==> config.mk <==
export PLATFORM = sky130hd
export DESIGN_NAME = vec_driver_flat
export DESIGN_NICKNAME = d
export VERILOG_FILES = /design/src/rtl/vec_driver_pkg.sv /design/src/rtl/vec_driver_if.sv /design/src/rtl/vec_driver_sat_counter.sv /design/src/rtl/vec_driver.sv /design/src/flat_wrapper.sv
export SDC_FILE = /design/constraint.sdc
export NUM_CORES = 1
export LEC_CHECK = 0
export CAP_MARGIN = 10
export CORE_MARGIN = 2
export CORE_UTILIZATION = 58
export CTS_BUF_LIST = sky130_fd_sc_hd__clkbuf_16
export CTS_CLUSTER_DIAMETER = 60
export CTS_CLUSTER_SIZE = 25
export DETAILED_ROUTE_END_ITERATION = 10
export GPL_ROUTABILITY_DRIVEN = 0
export GPL_TIMING_DRIVEN = 0
export PLACE_DENSITY = 0.87
export SYNTH_ARGS = -nofsm -noshare
export SYNTH_HDL_FRONTEND = slang
export SYNTH_SLANG_ARGS = --single-unit
==> constraint.sdc <==
create_clock -name clk -period 2.99 [get_ports clk]
set_input_delay 0.598 -clock clk [delete_from_list [all_inputs] [get_ports clk]]
set_output_delay 0.598 -clock clk [all_outputs]
set_load 0.01 [all_outputs]
==> src/rtl/vec_driver_pkg.sv <==
// vec_driver_pkg: shared types and constants for the vec_driver block.
//   state_t   : control FSM encoding (SHIFT / WAIT / REPORT)
//   DEF_WIDTH : default number of DUT data inputs
//   BIT_CNT_W : frame bit counter width for the default WIDTH
//   WCNT_W    : latency wait counter width (LAT is 1..15)
package vec_driver_pkg;

  typedef enum logic [1:0] {
    SHIFT  = 2'd0,
    WAIT   = 2'd1,
    REPORT = 2'd2
  } state_t;

  localparam int DEF_WIDTH = 25;
  localparam int BIT_CNT_W = $clog2(DEF_WIDTH + 1);
  localparam int WCNT_W    = 4;

endpackage

==> src/rtl/vec_driver_if.sv <==
// vec_driver_if: serial frame input and result output of vec_driver.
//   sdi, sdi_valid, sdi_ready        : serial frame channel (host -> driver)
//   res_valid, res_ready, res_bit,
//   res_match                        : result channel (driver -> host)
//
// Handshake rule for both channels: a transfer happens on a rising edge
// where valid and ready are both high. A producer holding valid keeps its
// payload stable until the transfer; ready may be asserted without valid.
// sdi_ready is decoded from state only and never depends on sdi_valid.
interface vec_driver_if;

  logic sdi;
  logic sdi_valid;
  logic sdi_ready;
  logic res_valid;
  logic res_ready;
  logic res_bit;
  logic res_match;

  modport master (
    output sdi, sdi_valid, res_ready,
    input  sdi_ready, res_valid, res_bit, res_match
  );

  modport slave (
    input  sdi, sdi_valid, res_ready,
    output sdi_ready, res_valid, res_bit, res_match
  );

endinterface

==> src/rtl/vec_driver_sat_counter.sv <==
// sat_counter: saturating up-counter with synchronous clear.
//   clk : clock
//   rst : asynchronous active-low reset
//   clr : synchronous clear, has priority over inc
//   inc : count enable, ignored once the counter is all-ones
//   cnt : counter value
module sat_counter #(
  parameter int CNT_W = 16
) (
  input  logic             clk,
  input  logic             rst,
  input  logic             clr,
  input  logic             inc,
  output logic [CNT_W-1:0] cnt
);

  always_ff @(posedge clk or negedge rst) begin
    if (!rst) begin
      cnt <= '0;
    end else if (clr) begin
      cnt <= '0;
    end else if (inc && (cnt != '1)) begin
      cnt <= cnt + 1'b1;
    end
  end

endmodule

==> src/rtl/vec_driver.sv <==
// vec_driver: deserialises a WIDTH+1 bit frame into a parallel vector for a
// registered single-output DUT, waits LAT edges, samples the DUT output,
// compares it with the expected bit from the frame and reports the result.
//   clk       : clock, all state on rising edge
//   rst       : asynchronous active-low reset
//   clr       : synchronous clear of vec_cnt / err_cnt
//   link      : serial frame in / result out (vec_driver_if.slave)
//   vec_out   : parallel vector to the DUT (bit 0 -> a)
//   dut_on    : DUT enable, high from load until the result handshake
//   dut_out   : DUT registered output
//   vec_cnt   : completed vectors, saturating
//   err_cnt   : mismatching vectors, saturating
//   busy      : high whenever the frame input is not being accepted
//   dbg_state : current FSM state
// LAT must lie in 1..15 (wait counter is WCNT_W bits).
module vec_driver
  import vec_driver_pkg::*;
#(
  parameter int WIDTH = 25,
  parameter int LAT   = 2,
  parameter int CNT_W = 16
) (
  input  logic             clk,
  input  logic             rst,
  input  logic             clr,
  vec_driver_if.slave      link,
  output logic [WIDTH-1:0] vec_out,
  output logic             dut_on,
  input  logic             dut_out,
  output logic [CNT_W-1:0] vec_cnt,
  output logic [CNT_W-1:0] err_cnt,
  output logic             busy,
  output state_t           dbg_state
);

  localparam int BC_W = $clog2(WIDTH + 1);

  state_t            state, state_nxt;
  logic [BC_W-1:0]   bit_cnt;
  logic [WIDTH-1:0]  shreg;
  logic [WCNT_W-1:0] wcnt;
  logic              exp_bit;
  logic              res_valid_q;
  logic              res_bit_q;
  logic              res_match_q;

  logic              accept;
  logic              load;
  logic              sample;
  logic              handshake;

  // State register
  always_ff @(posedge clk or negedge rst) begin
    if (!rst) begin
      state <= SHIFT;
    end else begin
      state <= state_nxt;
    end
  end

  // Next state and per-edge strobes
  always_comb begin
    state_nxt = state;
    accept    = 1'b0;
    load      = 1'b0;
    sample    = 1'b0;
    handshake = 1'b0;
    unique case (state)
      SHIFT: begin
        accept = link.sdi_valid;
        // The final frame bit is the expected response; accepting it loads
        // the vector and starts the latency wait.
        if (link.sdi_valid && (bit_cnt == BC_W'(WIDTH))) begin
          load      = 1'b1;
          state_nxt = WAIT;
        end
      end
      WAIT: begin
        if (wcnt == WCNT_W'(LAT - 1)) begin
          sample    = 1'b1;
          state_nxt = REPORT;
        end
      end
      REPORT: begin
        if (link.res_ready) begin
          handshake = 1'b1;
          state_nxt = SHIFT;
        end
      end
      default: state_nxt = SHIFT;
    endcase
  end

  // Datapath
  always_ff @(posedge clk or negedge rst) begin
    if (!rst) begin
      bit_cnt     <= '0;
      shreg       <= '0;
      wcnt        <= '0;
      exp_bit     <= 1'b0;
      vec_out     <= '0;
      dut_on      <= 1'b0;
      res_valid_q <= 1'b0;
      res_bit_q   <= 1'b0;
      res_match_q <= 1'b0;
    end else begin
      if (accept) begin
        if (load) begin
          // All vector bits were captured on earlier edges; only the
          // expected bit arrives on this one.
          vec_out <= shreg;
          exp_bit <= link.sdi;
          dut_on  <= 1'b1;
          wcnt    <= '0;
          bit_cnt <= '0;
        end else begin
          for (int i = 0; i < WIDTH; i++) begin
            if (bit_cnt == BC_W'(i)) begin
              shreg[i] <= link.sdi;
            end
          end
          bit_cnt <= bit_cnt + 1'b1;
        end
      end
      if (state == WAIT) begin
        wcnt <= wcnt + 1'b1;
      end
      if (sample) begin
        res_bit_q   <= dut_out;
        res_match_q <= (dut_out == exp_bit);
        res_valid_q <= 1'b1;
      end
      if (handshake) begin
        res_valid_q <= 1'b0;
        dut_on      <= 1'b0;
      end
    end
  end

  assign link.sdi_ready = (state == SHIFT);
  assign link.res_valid = res_valid_q;
  assign link.res_bit   = res_bit_q;
  assign link.res_match = res_match_q;
  assign busy           = (state != SHIFT);
  assign dbg_state      = state;

  sat_counter #(.CNT_W(CNT_W)) u_vec_cnt (
    .clk (clk),
    .rst (rst),
    .clr (clr),
    .inc (handshake),
    .cnt (vec_cnt)
  );

  sat_counter #(.CNT_W(CNT_W)) u_err_cnt (
    .clk (clk),
    .rst (rst),
    .clr (clr),
    .inc (handshake && !res_match_q),
    .cnt (err_cnt)
  );

endmodule

==> src/flat_wrapper.sv <==
// flat-port wrapper written by rule: the top's interface ports become plain ports
module vec_driver_flat import vec_driver_pkg::*;
#(
  parameter int WIDTH = 25,
  parameter int LAT   = 2,
  parameter int CNT_W = 16
)
  (clk, rst, clr, vec_out, dut_on, dut_out, vec_cnt, err_cnt, busy, dbg_state, link_sdi, link_sdi_valid, link_res_ready, link_sdi_ready, link_res_valid, link_res_bit, link_res_match);
  vec_driver_if link_i ();
  input  logic clk;
  input  logic rst;
  input  logic clr;
  output logic [WIDTH-1:0] vec_out;
  output logic dut_on;
  input  logic dut_out;
  output logic [CNT_W-1:0] vec_cnt;
  output logic [CNT_W-1:0] err_cnt;
  output logic busy;
  output state_t dbg_state;
  input wire logic [$bits(link_i.sdi)-1:0] link_sdi;
  input wire logic [$bits(link_i.sdi_valid)-1:0] link_sdi_valid;
  input wire logic [$bits(link_i.res_ready)-1:0] link_res_ready;
  output wire logic [$bits(link_i.sdi_ready)-1:0] link_sdi_ready;
  output wire logic [$bits(link_i.res_valid)-1:0] link_res_valid;
  output wire logic [$bits(link_i.res_bit)-1:0] link_res_bit;
  output wire logic [$bits(link_i.res_match)-1:0] link_res_match;
  assign link_i.sdi = link_sdi;
  assign link_i.sdi_valid = link_sdi_valid;
  assign link_i.res_ready = link_res_ready;
  assign link_sdi_ready = link_i.sdi_ready;
  assign link_res_valid = link_i.res_valid;
  assign link_res_bit = link_i.res_bit;
  assign link_res_match = link_i.res_match;
  vec_driver #(.WIDTH(WIDTH), .LAT(LAT), .CNT_W(CNT_W)) u_core (.clk(clk), .rst(rst), .clr(clr), .link(link_i), .vec_out(vec_out), .dut_on(dut_on), .dut_out(dut_out), .vec_cnt(vec_cnt), .err_cnt(err_cnt), .busy(busy), .dbg_state(dbg_state));
endmodule
# Word-level counts from Yosys, hierarchy flattened

Index checks and enable logic that the tools add are counted.

Bits in registers: 98
Output and inout bits: 65

Equality and inequality tests: 34
Reductions and logical operators: 44
Add/subtract/negate cells: 4
Muxes and demuxes: 24
Bitwise logic cells: 1

Operators by type and width:

| kind                  | count |
|---|---|
| $reduce_and 3->1      | 26 |
| $mux 16               | 4 |
| $eq 5x5->1 const B    | 10 |
| $eq 5x4->1 const B    | 8 |
| $add 16x1->16 const B | 2 |
| $ne 16x16->1 const B  | 2 |
| $eq 5x3->1 const B    | 4 |
| $reduce_bool 2->1     | 8 |
| $mux 1                | 12 |
| $mux 4                | 3 |
| $eq 5x2->1 const B    | 2 |
| $mux 2                | 3 |
| $pmux 2 s3            | 1 |
| $reduce_and 2->1      | 3 |
| $add 5x1->5 const B   | 1 |
| $eq 5x1->1 const B    | 1 |
| $logic_not 5->1       | 1 |
| $mux 5                | 1 |
| $add 4x1->4 const B   | 1 |
| $eq 4x1->1 const B    | 1 |
| $logic_and 1x1->1     | 4 |
| $ne 2x1->1 const B    | 2 |
| $eq 2x1->1 const B    | 1 |
| $eq 2x2->1 const B    | 1 |
| other kinds (5)       | 5 |

# Logic depth before layout (Yosys ltp)

Gate-level depths: netlist of the first run.

Depth after elaboration: 7
Mapped depth: 7

# By module

A second synthesis of the first run with hierarchy kept.

Cells, all modules: 421
Area total of the unflattened synthesis: 4,847.1 um^2

Modules (own cells, without submodules):

| module      | cells each | instances | area each (um^2) |
|---|---|---|---|
| vec_driver  | 225        | 1         | 2,962.8 |
| sat_counter | 98         | 2         | 942.2 |

# Worst setup path before layout of the first run

OpenSTA, ideal clock, no wires.

Path type: input to register
From: input port link_res_ready
To: register u_core.u_vec_cnt.cnt[9]
Setup slack: 1.155 ns
Setup time: 0.078 ns
Arrival time: 1.757 ns
Cell stages on the path: 5
Buffers on the path: 1
Path through: and3b_2 -> nand4_1 -> buf_4 -> or4_2 -> a21oi_1

Cells in the longest elaborated chain, start to end: 4

Ends and longest elaborated chain:

| element                            | line                         | RTL |
|---|---|---|
| from (decl)                        | flat_wrapper.sv:22           | `input wire logic [$bits(link_i.res_ready)-1:0] link_res_ready;` |
| $mux 1                             | vec_driver.sv:85             | `if (link.res_ready) begin` |
| $mux 1                             | vec_driver.sv:68             | `unique case (state)` |
| $logic_and 1x1->1                  | vec_driver_sat_counter.sv:22 | `end else if (inc && (cnt != '1)) begin` |
| $reduce_bool 2->1 (no source line) | -                            |  |
| to (signal assigned)               | vec_driver_sat_counter.sv:23 | `cnt <= cnt + 1'b1;` |
| to (decl)                          | vec_driver_sat_counter.sv:14 | `output logic [CNT_W-1:0] cnt` |

Every way passes these cells.
A chain may end at the register's enable or synchronous reset.

# Final worst setup path of the first run

From: input port link_sdi_valid
To: register u_core.vec_out[22]

Cells in the longest elaborated chain, start to end: 4

Ends and longest elaborated chain:

| element                               | line               | RTL |
|---|---|---|
| from (decl)                           | flat_wrapper.sv:21 | `input wire logic [$bits(link_i.sdi_valid)-1:0] link_sdi_valid;` |
| $logic_and 1x1->1                     | vec_driver.sv:73   | `if (link.sdi_valid && (bit_cnt == BC_W'(WIDTH))) begin` |
| $mux 1                                | vec_driver.sv:73   |  |
| $mux 1                                | vec_driver.sv:68   |  |
| $reduce_and 2->1 (no source line) (*) | -                  |  |
| to (signal assigned)                  | vec_driver.sv:111  | `vec_out <= shreg;` |
| to (decl)                             | vec_driver.sv:27   | `output logic [WIDTH-1:0] vec_out,` |

Every way passes the cells marked *; elsewhere a longest branch is shown, timed or not.

==> impl_metrics.ini, run 1 <==
[sta]
finClkSkew_ns = 0.0101
maxSlewHeadroom = 0.546
rsz0062_at_grt = false
worst_slew_pin_slew_ns = 0.675
hold_viol_final = 0
finalSetupViolations = 0
fin_crit_sh = 0.798
worst_slack_ns = 0.605
max_freq_ghz = 0.419
timing.final.crit_period_ns = 2.38
holdWs_ns = 0.239
slew_viol_final = 0

[synthesis]
ys.flop_type = dfrtp_1
synthTopCellsByArea = dfrtp_1 (53%), mux2_2 (14%), nand2_1 (3.4%), a21oi_1 (2.5%), ha_1 (2.4%)
synth_seq_cells = 98
synthTopCellsByCount = dfrtp_1 (98), mux2_2 (57), nand2_1 (42)
ys_seq_area_frac = 0.530
synth_cells = 412
yosys.cell_types.count = 51
yosys.area_share.adder = 0.0244
syn_nets = 428
synth_mux_area_frac = 0.141
yosys.area_share.simple = 0.185
synth-compound-area-share = 0.0871
yosysMostFrequentCell = dfrtp_1
avgSynthCellArea_sq_um = 11.2
synth_area_sq_um = 4620
synth-async-reset-ratio = 1.00
synth-edff-count = 0
synth_top_cell_by_area = dfrtp_1
synth_top_family_by_area = simple AND/OR/NAND/NOR gates
yosys_warnings = 0
yosys.area_share.xor_xnor = 0.00379
synth.top_cell.area_share = 0.530

[route]
wl_met1_um = 4410
avgRoutedWirePerCell_um = 17.3
drcViolationCount = 0
drtPass1Iterations = 4
drtIter0Drc = 188
dr_total_vias = 3664
met2_length_um = 5320
wl_met3_um = 504
vias_per_cell = 6.09
antenna_left = 0
top_layer = met4
drt_wl_total_um = 10400

[critical_path]
path_buf_inv = 3
path_common_cell = clkbuf_1
crit_slowest_cell = clkdlybuf4s50_1
r2r_setup_slack_ns = 0.86
required_ns = 3.21
r2r_end = u_core.vec_out[22]
cp.arrival_ns = 2.60
crit_type = primary input to flip-flop
cp-start-kind = primary input
slowest_delay_ns = 0.51
rr_worst_depth = 5
cp_top_family = buffers and inverters
crit_chain = clkdlybuf4s50_1 > nor3b_1 > clkbuf_1 > nand2_1 > clkbuf_1 > mux2_2
cp-end-kind = flip-flop
r2r-start = u_core.dbg_state[0]
setup.worst_path.start = link_sdi_valid
cp_max_fo = 10

[final_layout]
nets = 511
n_antenna_cell = 0
final_cell_area_sq_um = 5860
finalNonFillerCells = 602
drive_above_1_share = 0.182
seq_area_sq_um = 2450
multiInputGateArea_sq_um = 2040
areaGrowthSynthToFinish_pct = 26.7
nFillCells = 480

[cts]
cts-htree-levels = 3
clkTransAtPathRegs_ns = 0.07
cts_sinks = 98
cts_setup_buffers = 0
cts_hold_buffers = 0
clockRootBuffer = clkbuf_16
clock_path_buffers = 2
cts_buffers = 9
cts_tree = yes
clkLatencyLatePin_ns = 0.34
cts-resized-gates = 0

[die]
die_area_sq_um = 8700
start_util = 0.598
num_io_pins = 72
num_rows = 32
fp.coreArea_sq_um = 7730
die_w_um = 93.3
die_height_um = 93.3

[run_status]
status = completed

[pwr]
power_density_nw_per_um2 = 729
leakage_nw = 2.54
vdd_drop_max_mv = 0.543
total_power_mw = 4.27

[grt]
grt_pass1_wl_um = 17800
antenna_found_initial = 0
grt_max_degree = 58
overflow = 0
first_global_vias = 3723
grt_usage = 0.259

[hold_path]
min_path_type = primary input to async pin

[placed_design]
place_ws_ns = 0.312
place.port_buffers = 71
place_area_sq_um = 5490
hpwl_um = 7260
place_inst = 586

[flow_run]
cap_violations = 0
through the flow:
step           setup TNS, ns  utilization
6_report                   0        0.758
3_3_place_gp         -218.90        0.707
5_1_grt                    0        0.758
3_5_place_dp               0        0.710
2_1_floorplan              0            -
4_1_cts                    0        0.758
cells by family (layout without fill, tap and decap cells):
family                   Yosys count  after routing
adder cells (fa/ha/maj)            9              9
XOR/XNOR                           2              2
AND/OR/NAND/NOR                  152            152
multiplexers                      58             58
AO/OA/AOI/OAI                     65             65
buffers and inverters             28            116
flip-flops                        98             98
sequential cells by signal, summed over array words and instances, names as in the netlist:
signal and cells:
u_core.dbg_state 2, u_core.link.res_bit 1, u_core.link.res_match 1, u_core.vec_out 25, u_core.wcnt 4, u_core.bit_cnt 5
u_core.dut_on 1, u_core.link.res_valid 1, u_core.u_err_cnt.cnt 16, u_core.shreg 25, u_core.exp_bit 1, u_core.u_vec_cnt.cnt 16
layout make-up:
cell class / count / share of cell area
clock inverters: 7 / 0.0250
multi-input cells: 286 / 0.348
flip-flops and latches: 98 / 0.419
clock buffers: 9 / 0.0384
repair buffers: 72 / 0.126
well taps: 102 / 0.0218
inverters: 11 / 0.00705
plain buffers: 17 / 0.0152
where the power goes:
| part | internal (mW) | leakage [nW] | switching [mW] |
|---|---|---|---|
| logic | 0.529 | 1.05 | 0.494 |
| registers | 1.62 | 1.31 | 0.208 |
| clock network | 0.911 | 0.181 | 0.510 |
| total | 3.06 | 2.54 | 1.21 |
worst reg2reg max path, delay by kind of cell, from the launching register on:
family | cells | cell delay [ns]
buf+inv | 2 | 0.64
simple gates | 2 | 0.55
flops | 1 | 0.49
mux | 1 | 0.35
per-layer routing:
metal	GRT usage	vias up
met5	0	-
met4	0.102	0
met3	0.0338	18
met2	0.441	135
met1	0.338	1820
li1	-	1691
worst max-delay path by stage:
stage,endpoint,slack [ns],depth (start not counted)
2_1_floorplan,u_core.u_vec_cnt.cnt[9],1.16,5
3_3_place_gp,u_core.vec_out[19],-2.24,1
3_5_place_dp,u_core.vec_out[23],0.31,6
4_1_cts,u_core.vec_out[23],0.65,6
5_1_grt,u_core.vec_out[18],0.47,6
6_report,u_core.vec_out[22],0.61,6
cells in the final DEF, fill, tap and decap left out, drive strengths merged, types with 2 or more instances in the layout:
| master | n |
|---|---|
| o31ai | 14 |
| dfrtp | 98 |
| o21a | 2 |
| nand3b | 3 |
| a31oi | 2 |
| or4 | 16 |
| or3 | 4 |
| o21ai | 14 |
| inv | 14 |
| nor3b | 2 |
| o41ai | 4 |
| clkbuf | 18 |
| nand2 | 42 |
| xor2 | 2 |
| mux2 | 57 |
| nand4 | 11 |
| and4b | 2 |
| nor4 | 4 |
| a21oi | 23 |
| ha | 9 |
| bufinv | 4 |
| and3 | 10 |
| buf | 9 |
| nand3 | 17 |
| and2 | 3 |
| nor2b | 7 |
| o311ai | 2 |
| clkdlybuf4s50 | 70 |
| nor2 | 13 |
| and4 | 2 |
| nor3 | 7 |
Power figures use the tool's default switching activity.
==> run 2: changes to the inputs <==
CORE_UTILIZATION = 54   (was 58)
PLACE_DENSITY = 0.82   (was 0.87)
clock period = 2.4 ns   (was 2.99 ns; I/O delays follow)
==> run 2 against run 1 <==
Critical path type unchanged. Core utilization down 5.8 points. First-iteration DRC count up 41%. Highest routed layer unchanged. Sequential power up 24%. Combinational power up 23%. Global-route usage down 2.4 points. Sequential share of layout area up 0.54 points. Routed wire length down 2.3%. Critical path depth unchanged.
==> impl_metrics.ini, run 2 (synthesis gave the netlist of run 1 again) <==
[run_status]
status = completed

[cts]
cts_buffers = 9
cts-htree-levels = 3
clkTransAtPathRegs_ns = 0.07
cts_setup_buffers = 0
cts_tree = yes
clockRootBuffer = clkbuf_16
cts_sinks = 98
cts-resized-gates = 0
clkLatencyLatePin_ns = 0.34
clock_path_buffers = 2
cts_hold_buffers = 0

[route]
drt_wl_total_um = 10200
top_layer = met4
antenna_left = 0
drtIter0Drc = 265
wl_met3_um = 553
drcViolationCount = 0
drtPass1Iterations = 5
avgRoutedWirePerCell_um = 16.9
met2_length_um = 5310
dr_total_vias = 3643
vias_per_cell = 6.02
wl_met1_um = 4200

[sta]
holdWs_ns = 0.108
maxSlewHeadroom = 0.592
rsz0062_at_grt = false
finalSetupViolations = 0
worst_slack_ns = 0.167
finClkSkew_ns = 0.00832
hold_viol_final = 0
worst_slew_pin_slew_ns = 0.608
fin_crit_sh = 0.931
slew_viol_final = 0
timing.final.crit_period_ns = 2.23
max_freq_ghz = 0.448

[pwr]
power_density_nw_per_um2 = 855
leakage_nw = 2.50
vdd_drop_max_mv = 0.638
total_power_mw = 4.95

[final_layout]
drive_above_1_share = 0.178
reg.largest.list = u_core.shreg x25, u_core.vec_out x25
nets = 511
final_common_cell = dfrtp_1
layout_common_cells = dfrtp_1 (98), clkdlybuf4s50_1 (70), mux2_2 (57)
finalNonFillerCells = 605
n_antenna_cell = 0
final_cell_area_sq_um = 5780
areaGrowthSynthToFinish_pct = 25.1

[hold_path]
min_path_type = primary input to async pin

[grt]
first_global_vias = 3484
overflow = 0
antenna_found_initial = 0
grt_pass1_wl_um = 16900
grt_usage = 0.235
grt_max_degree = 62

[critical_path]
crit_type = primary input to flip-flop
required_ns = 2.62
cp_max_fo = 10
cp.arrival_ns = 2.45
cp-start-kind = primary input
cp-end-kind = flip-flop

[die]
die_area_sq_um = 9320
fp.coreArea_sq_um = 8260
die_w_um = 96.5
start_util = 0.560
num_io_pins = 72
num_rows = 33
die_height_um = 96.5

[flow_run]
cap_violations = 0

[placed_design]
place.port_buffers = 71
place_ws_ns = -0.158
place_inst = 589
hpwl_um = 7070
place_area_sq_um = 5490
## run 2: cell types whose count changed in the layout (fill, tap and decap cells not counted)
cell / delta
bufinv_16: -3
clkinv_1: +2
clkinv_2: +1
clkinvlp_4: +1
inv_6: -1
## run 2: metal layers
layer  vias up  global-route usage
li1       1698                   -
met4         0              0.0728
met3        15              0.0403
met1      1789               0.295
met5         -                   0
met2       141               0.416
## run 2: path summary, 6_finish.rpt
| path | start | cells after the start | slack [ns] | end |
|---|---|---|---|---|
| setup / recovery | link_sdi_valid | 6 | 0.17 | u_core.vec_out[20] |
| setup reg to reg | u_core.u_err_cnt.cnt[0] | 6 | 0.27 | u_core.u_err_cnt.cnt[4] |
| min in group clk | u_core.dut_on | 1 | 0.49 | u_core.dut_on |
| hold / removal | rst | 1 | 0.11 | u_core.u_err_cnt.cnt[8] |
| max in group asynchronous | rst | 2 | 1.62 | u_core.shreg[23] |
| hold reg to reg | u_core.dut_on | 1 | 0.49 | u_core.dut_on |
## run 2: power breakdown
| part | total, mW | switching, mW | internal (mW) |
|---|---|---|---|
| combinational | 1.25 | 0.593 | 0.659 |
| sequential | 2.27 | 0.254 | 2.01 |
| clock | 1.43 | 0.619 | 0.807 |
## run 2: worst max-delay path: stages
cell and delay (ns):
clkdlybuf4s50_1 0.49, nor3b_1 0.32, clkbuf_1 0.36, nand2_1 0.16, clkbuf_1 0.29, mux2_2 0.35
## run 2: cell type report
class | instances | area [sq um]
buffer | 17 | 88.8
clock buffer | 9 | 225
clock inverter | 7 | 67.6
fill | 624 | 2470
inverter | 11 | 41.3
multi-input combinational | 286 | 2040
sequential | 98 | 2450
tap | 105 | 131
timing repair buffer | 72 | 736
## run 2: per-stage QoR
stage | util | TNS [ns]
CTS | 0.700 | 0
detailed placement | 0.665 | -2.17
finish | 0.700 | 0
floorplan | - | 0
global placement | 0.662 | -263.30
global route | 0.700 | 0
==> run 3: changes to the inputs <==
--- a/constraint.sdc
+++ b/constraint.sdc
@@ -3,2 +3,2 @@
 set_output_delay 0.48 -clock clk [all_outputs]
-set_load 0.01 [all_outputs]
+set_load 0.005 [all_outputs]
==> results of run 3 <==
Same layout as run 2 (identical final DEF). Status: completed.
Among the figures that moved: total power 4.95 mW -> 4.89 mW; worst IR drop on VDD 0.638 mV -> 0.616 mV
